<file path="config.mk">
export PLATFORM = sky130hd
export DESIGN_NAME = fetch_redirect_unit
export DESIGN_NICKNAME = d
export VERILOG_FILES = /design/src/rtl/cpu_pkg.sv /design/src/rtl/sat_counter.sv /design/src/rtl/fetch_redirect_unit.sv
export SDC_FILE = /design/constraint.sdc
export NUM_CORES = 1
export LEC_CHECK = 0
export BUFFER_PORTS_ARGS = -buffer_cell sky130_fd_sc_hd__buf_4
export CAP_MARGIN = 10
export CORE_UTILIZATION = 30
export CTS_CLUSTER_SIZE = 14
export DETAILED_ROUTE_END_ITERATION = 8
export HOLD_SLACK_MARGIN = 0.05
export PLACE_DENSITY = 0.51
export SYNTH_ARGS = -nofsm -noshare
export SYNTH_HDL_FRONTEND = slang
export SYNTH_SLANG_ARGS = --single-unit
</file>
<file path="constraint.sdc">
create_clock -name clk -period 2.7 [get_ports clk]
set_clock_uncertainty 0.1 [all_clocks]
set_input_delay 0.405 -clock clk [delete_from_list [all_inputs] [get_ports clk]]
set_output_delay 0.405 -clock clk [all_outputs]
set_load 0.05 [all_outputs]
</file>
<file path="src/rtl/cpu_pkg.sv">
// Shared fetch-stage definitions: datapath widths, fetch FSM states and
// redirect-source encoding with its priority selector.
package cpu_pkg;

    localparam int PC_W    = 8;
    localparam int INSTR_W = 16;

    typedef enum logic {
        RUN     = 1'b0,
        MEMWAIT = 1'b1
    } fetch_state_e;

    typedef enum logic [1:0] {
        SEQ   = 2'd0,
        ID_T  = 2'd1,
        EX_T  = 2'd2,
        EX_NT = 2'd3
    } redirect_src_e;

    // EX corrections are older than the ID guess, so they always win.
    function automatic redirect_src_e redirect_sel(input logic mis_to_nt,
                                                   input logic mis_to_t,
                                                   input logic id_redirect);
        if (mis_to_nt)        return EX_NT;
        else if (mis_to_t)    return EX_T;
        else if (id_redirect) return ID_T;
        else                  return SEQ;
    endfunction

endpackage

</file>
<file path="src/rtl/sat_counter.sv">
// Saturating up-counter used for fetch performance statistics.
module sat_counter #(
    parameter int CNT_W = 16
) (
    input  logic             clk,
    input  logic             clr,
    input  logic             inc,
    output logic [CNT_W-1:0] count
);

    always_ff @(posedge clk) begin
        if (clr)
            count <= '0;
        else if (inc && (count != {CNT_W{1'b1}}))
            count <= count + 1'b1;
    end

endmodule

</file>
<file path="src/rtl/fetch_redirect_unit.sv">
// Instruction-fetch stage: PC register with branch redirects, imem handshake
// FSM, IF/ID pipeline register and the ID/EX flush for EX mispredicts.
module fetch_redirect_unit #(
    parameter int                      PC_W     = cpu_pkg::PC_W,
    parameter int                      INSTR_W  = cpu_pkg::INSTR_W,
    parameter logic [PC_W-1:0]         RESET_PC = '0,
    parameter int                      CNT_W    = 16
) (
    input  logic               clk,
    input  logic               rst,
    output logic [PC_W-1:0]    imem_addr,
    input  logic [INSTR_W-1:0] imem_rdata,
    input  logic               imem_ready,
    input  logic               stall,
    input  logic               id_is_beq,
    input  logic [PC_W-1:0]    id_target,
    input  logic               pred_taken,
    input  logic               mis_to_t,
    input  logic               mis_to_nt,
    input  logic [PC_W-1:0]    ex_target,
    input  logic [PC_W-1:0]    ex_pc_plus1,
    output logic [INSTR_W-1:0] if_id_instr,
    output logic [PC_W-1:0]    if_id_pc,
    output logic               if_id_valid,
    output logic               id_ex_flush,
    output logic [CNT_W-1:0]   mispredict_cnt,
    output logic [CNT_W-1:0]   taken_cnt
);

    import cpu_pkg::*;

    logic [PC_W-1:0] pc;
    fetch_state_e    state;
    redirect_src_e   src;
    logic            ex_redirect;
    logic            id_redirect;

    assign ex_redirect = mis_to_t | mis_to_nt;
    // A stalled or empty ID slot cannot steer fetch.
    assign id_redirect = id_is_beq & pred_taken & if_id_valid & ~stall;
    assign src         = redirect_sel(mis_to_nt, mis_to_t, id_redirect);
    assign imem_addr   = pc;
    assign id_ex_flush = ex_redirect & ~rst;

    always_ff @(posedge clk) begin
        if (rst) begin
            pc          <= RESET_PC;
            state       <= RUN;
            if_id_valid <= 1'b0;
            if_id_instr <= '0;
            if_id_pc    <= '0;
        end else begin
            // An EX redirect abandons any outstanding fetch.
            if (ex_redirect) begin
                state <= RUN;
            end else begin
                case (state)
                    RUN:     if (!imem_ready) state <= MEMWAIT;
                    MEMWAIT: if (imem_ready)  state <= RUN;
                    default: state <= RUN;
                endcase
            end

            case (src)
                EX_NT: begin
                    pc          <= ex_pc_plus1;
                    if_id_valid <= 1'b0;
                end
                EX_T: begin
                    pc          <= ex_target;
                    if_id_valid <= 1'b0;
                end
                ID_T: begin
                    pc          <= id_target;
                    if_id_valid <= 1'b0;
                end
                default: begin
                    if (!stall) begin
                        if (imem_ready) begin
                            pc          <= pc + 1'b1;
                            if_id_instr <= imem_rdata;
                            if_id_pc    <= pc;
                            if_id_valid <= 1'b1;
                        end else begin
                            if_id_valid <= 1'b0;
                        end
                    end
                end
            endcase
        end
    end

    sat_counter #(.CNT_W(CNT_W)) u_mispredict_cnt (
        .clk   (clk),
        .clr   (rst),
        .inc   (ex_redirect),
        .count (mispredict_cnt)
    );

    sat_counter #(.CNT_W(CNT_W)) u_taken_cnt (
        .clk   (clk),
        .clr   (rst),
        .inc   (src == ID_T),
        .count (taken_cnt)
    );

endmodule

</file>
==> flow_metrics.tcl, run 1 <==
set metrics [dict create \
    yosys.cell_count.top_type "nand2_1" \
    design.portCount 114 \
    synth.area.top_cells "dfxtp_1, nand2_1, a21oi_1" \
    endpoint_kind "flop" \
    cts_buffer_depth 2 \
    synth_edf_count 0 \
    critical_path_class "flop to flop" \
    max_freq_mhz 453 \
    antenna_cells 0 \
    peakVddDrop_v 0.000215 \
    wirelength_um 9870 \
    clk_pin_slew_ns 0.08 \
    die_w_um 104 \
    post_cts_buffers 0 \
    wl_per_cell_um 15.5 \
    drt_iter0_drc 131 \
    tightest_slew_ns 0.670 \
    nFillCells 1043 \
    synth_warnings 0 \
    grt_pass1_vias 3151 \
    finalHoldViolations 0 \
    leakage_nw 1.67 \
    drv_cap 0 \
    die_h_um 104 \
    crit_buf_inv 0 \
    worst_slack_ns 0.495 \
    place_ws_ns 0.320 \
    grt_max_degree 45 \
    grt_util_all_layers 0.186 \
    vias 3394 \
    worst_setup_path_start_kind "flop" \
    worstPathCellList "nand4b_1 > or4_4 > or4_1 > a21oi_1" \
    synth.ff_latch_count 65 \
    drive_above_1_share 0.299 \
    core_sq_mm 0.00991 \
    worstPathArrival_ns 2.36 \
    antenna_found_initial 0 \
    yosysSeqAreaShare 0.419 \
    crit_slowest_cell "or4_4" \
    htree_levels 3 \
    fin_crit_sh 0.817 \
    p_per_area_mw_per_mm2 480 \
    syn_area_sq_mm 0.00311 \
    cts_resized 0 \
    slowest_delay_ns 0.64 \
    grt_pass1_wl_um 16100 \
    area_growth_pct 39.0 \
    drt.antenna.violating_nets 0 \
    maxSlewHeadroom 0.549 \
    cts_tree "yes" \
    synthCells 383 \
    hpwlAfterDp_um 7310 \
    rows 36 \
    synthDistinctLibCells 50 \
    grt_overflow 0 \
    slew_viol_final 0 \
    critPathTopFamily "simple AND/OR/NAND/NOR gates" \
    synthArstFlopShare 0 \
    final_nets 552 \
    cts_buffers 9 \
    dr.pass1.iters 4 \
    cts.sinks 65 \
    status "finished, final reports clean" \
    vias_per_cell 5.32 \
    port_buffers 113 \
    gp_congestion 0.813 \
    finalSetupTns_ns 0 \
    ctsRootBufferMaster "clkbuf_8" \
    finalCriticalPeriod_ns 2.21 \
    setup_viol 0 \
    die_area_sq_mm 0.0108 \
    required_ns 2.86 \
    ys.flop_type "dfxtp_1" \
    holdCritPathClass "input pin to flop" \
    drc 0 \
    yosys.area.top_type "dfxtp_1" \
    cts_hold_buffers 0 \
    ys_top_cells_by_count "nand2_1, dfxtp_1, a21oi_1, nor2_1, nand3_1" \
    worst-path-max-fanout 7 \
    clk_latency_ns 0.34 \
    syn_avg_cell_area_sq_um 8.11 \
    rsz0062_at_grt "no" \
    initial_core_util 0.314 \
    synth.top_cell.area_share 0.419 \
    syn_nets 434 \
]
==> routing by layer <==
| layer | global-route usage | vias up | share of wire |
|---|---|---|---|
| met1 | 0.255 | 1593 | 0.47 |
| met3 | 0.0346 | 11 | 0.059 |
| met4 | 0.0694 | 0 | 0.011 |
| met2 | 0.291 | 113 | 0.46 |
| li1 | - | 1677 | - |
| met5 | 0 | - | 0 |
==> report_power, final <==
| part | switching [mW] | internal, mW | total [mW] |
|---|---|---|---|
| combinational | 0.164 | 0.108 | 0.272 |
| clock | 0.377 | 0.422 | 0.799 |
| sequential | 0.0258 | 0.979 | 1.01 |
| total | 0.567 | 1.51 | 2.08 |
==> per-stage QoR <==
stage                     hold WS, ns  utilization  power, mW  area [sq um]  instances
final                           0.212        0.436       2.08          4320        638
after global placement          0.344        0.417       1.30          4140        623
after CTS                       0.199        0.436       2.11          4320        638
after global routing            0.196        0.436       2.18          4320        638
after detailed placement        0.347        0.417       1.30          4140        623
after floorplan                 0.441            -       1.18          3110        383
==> path summary, 6_finish.rpt <==
check                         endpoint  cells past startpoint          start  slack, ns
setup / recovery  u_taken_cnt.count[7]                      4    if_id_valid       0.49
hold / removal          if_id_instr[5]                      3  imem_rdata[5]       0.21
setup reg to reg  u_taken_cnt.count[7]                      4    if_id_valid       0.49
hold reg to reg            if_id_pc[0]                      2    if_id_pc[0]       0.35
==> worst min-delay path, cell delays in order <==
cell and delay [ns]:
buf_4 0.11, nand2_1 0.05, a21oi_1 0.05
==> cells in the final DEF, fill, tap and decap left out, types with 6 or more instances in the layout <==
| cell type | instances |
|---|---|
| buf_4 | 125 |
| and3_1 | 6 |
| inv_1 | 6 |
| o21ai_0 | 12 |
| o31ai_1 | 7 |
| nor2_1 | 23 |
| nand2_1 | 66 |
| nand3_1 | 20 |
| clkbuf_8 | 9 |
| nor3_1 | 8 |
| or3_1 | 8 |
| or4_1 | 9 |
| a21oi_1 | 47 |
| nand4_1 | 14 |
| dfxtp_1 | 65 |
==> flip-flops by register name (all words and copies together), names as in the netlist <==
name                    count
imem_addr                   8
if_id_instr                16
if_id_pc                    8
u_mispredict_cnt.count     16
u_taken_cnt.count          16
if_id_valid                 1
==> cell families (layout without fill, tap and decap cells) <==
kind of cell	after synthesis	in the layout	share of synthesized area
flops	65	65	0.419
mux	5	5	0.0177
fa+ha+maj	3	3	0.0121
xor+xnor	5	5	0.0141
simple gates	182	182	0.298
buf+inv	24	146	0.0338
compound gates	99	99	0.205
==> final cells by class <==
| cell class | instances | area [sq um] | area share |
|---|---|---|---|
| clock inverters | 5 | 57.6 | 0.0133 |
| clock buffers | 10 | 128 | 0.0295 |
| multi-input cells | 294 | 1710 | 0.395 |
| well taps | 133 | 166 | 0.0385 |
| flip-flops and latches | 65 | 1300 | 0.301 |
| repair buffers | 125 | 938 | 0.217 |
| inverters | 6 | 22.5 | 0.00521 |
No activity file was read; power rests on OpenSTA's default activity.
==> inputs of run 2 (changes only) <==
Clock period 2.7 ns to 2.2 ns, I/O delays scaled along.
==> flow_metrics.tcl, run 2 (synthesis gave the netlist of run 1 again) <==
set metrics [dict create \
    r2r_slack_ns 0.19 \
    endpoint_kind "flop" \
    wl_per_cell_um 15.6 \
    reg_top3 "if_id_instr (16), u_mispredict_cnt.count (16), u_taken_cnt.count (16)" \
    cts_buffers 9 \
    grt_overflow 0 \
    area_growth_pct 42.8 \
    clk_latency_ns 0.34 \
    clk_pin_slew_ns 0.08 \
    slew_viol_final 0 \
    wirelength_um 10100 \
    leakage_nw 1.73 \
    final_common_cell "buf_4" \
    rows 36 \
    hpwlAfterDp_um 7490 \
    crit_buf_inv 0 \
    vias 3408 \
    cts_resized 0 \
    post_cts_buffers 0 \
    port_buffers 113 \
    finalCriticalPeriod_ns 2.01 \
    crit_path_end "u_mispredict_cnt.count[8]" \
    setup_viol 0 \
    rr_endpoint "u_mispredict_cnt.count[8]" \
    worstPathArrival_ns 2.19 \
    drv_cap 0 \
    finalHoldViolations 0 \
    r2r_cells 5 \
    holdCritPathClass "input pin to flop" \
    grt_pass1_vias 3038 \
    core_sq_mm 0.00991 \
    cts_hold_buffers 0 \
    htree_levels 3 \
    rsz0062_at_grt "no" \
    cts_buffer_depth 2 \
    fin_crit_sh 0.915 \
    finalSetupTns_ns 0 \
    drc 0 \
    critPathTopFamily "simple AND/OR/NAND/NOR gates" \
    cts_tree "yes" \
    die_h_um 104 \
    grt_util_all_layers 0.188 \
    regArea_sq_mm 0.00131 \
    slowest_delay_ns 0.52 \
    ctsRootBufferMaster "clkbuf_8" \
    critical_path_class "flop to flop" \
    maxSlewHeadroom 0.628 \
    initial_core_util 0.314 \
    multi_input_comb_area_sq_mm 0.00172 \
    die_w_um 104 \
    grt_pass1_wl_um 16100 \
    drt.antenna.violating_nets 0 \
    antenna_found_initial 0 \
    gp_congestion 0.858 \
    cp_num_cells 5 \
    final_cell_mix "buf_4, nand2_1, dfxtp_1" \
    nFillCells 1017 \
    drt_iter0_drc 175 \
    vias_per_cell 5.26 \
    p_per_area_mw_per_mm2 586 \
    hold_path.startpoint "imem_rdata[14]" \
    max_freq_mhz 497 \
    worst-path-max-fanout 10 \
    peakVddDrop_v 0.000256 \
    drive_above_1_share 0.334 \
    antenna_cells 0 \
    final_nets 562 \
    status "finished, final reports clean" \
    grt_max_degree 48 \
    die_area_sq_mm 0.0108 \
    r2r-start "u_mispredict_cnt.count[0]" \
    dr.pass1.iters 4 \
    worstPathCellList "ha_1 > nand2_1 > or3_1 > or4_1 > a21oi_1" \
    worst_slack_ns 0.186 \
    design.portCount 114 \
    tightest_slew_ns 0.553 \
    cts.sinks 65 \
    place_ws_ns 0.0647 \
    required_ns 2.38 \
    crit_slowest_cell "or4_1" \
    crit_start "u_mispredict_cnt.count[0]" \
    worst_setup_path_start_kind "flop" \
]
## run 2: worst min-delay path by stage
stage,endpoint,cells past startpoint
after floorplan,if_id_instr[0],2
after global placement,if_id_instr[0],2
after detailed placement,if_id_instr[7],2
after CTS,if_id_instr[14],3
after global routing,if_id_instr[2],3
final,if_id_instr[14],3
## run 2: metal layers
metal  global-route usage  vias to the layer above  part of all wire
met5                    0                        -                 0
met4               0.0582                        0            0.0088
met3               0.0346                        9             0.060
met2                0.284                      118              0.44
met1                0.268                     1584              0.49
li1                     -                     1697                 -
## run 2: metrics by stage
| step | hold WS (ns) | total power, mW | instances | util | instance area [sq um] |
|---|---|---|---|---|---|
| 2_1_floorplan | 0.366 | 1.44 | 383 | - | 3130 |
| 3_3_place_gp | 0.344 | 1.60 | 633 | 0.428 | 4250 |
| 3_5_place_dp | 0.348 | 1.61 | 633 | 0.428 | 4250 |
| 4_1_cts | 0.114 | 2.64 | 648 | 0.448 | 4440 |
| 5_1_grt | 0.120 | 2.72 | 648 | 0.448 | 4440 |
| 6_report | 0.131 | 2.60 | 648 | 0.448 | 4440 |
## run 2: area by class of cell
type	count	area share
flip-flops and latches	65	0.295
well taps	133	0.0375
inverters	6	0.00507
clock inverters	5	0.0127
repair buffers	135	0.231
multi-input cells	294	0.387
clock buffers	10	0.0310
## run 2: tightest hold or removal path: cells and delay by family
| family | cells | cell delay, ns |
|---|---|---|
| buf+inv | 1 | 0.11 |
| simple gates | 1 | 0.04 |
| compound gates | 1 | 0.05 |
## run 2: power by group
part           switching [mW]  leakage (nW)  internal [mW]
clock network           0.476        0.0981          0.546
registers              0.0320         0.531           1.20
logic                   0.206          1.10          0.138
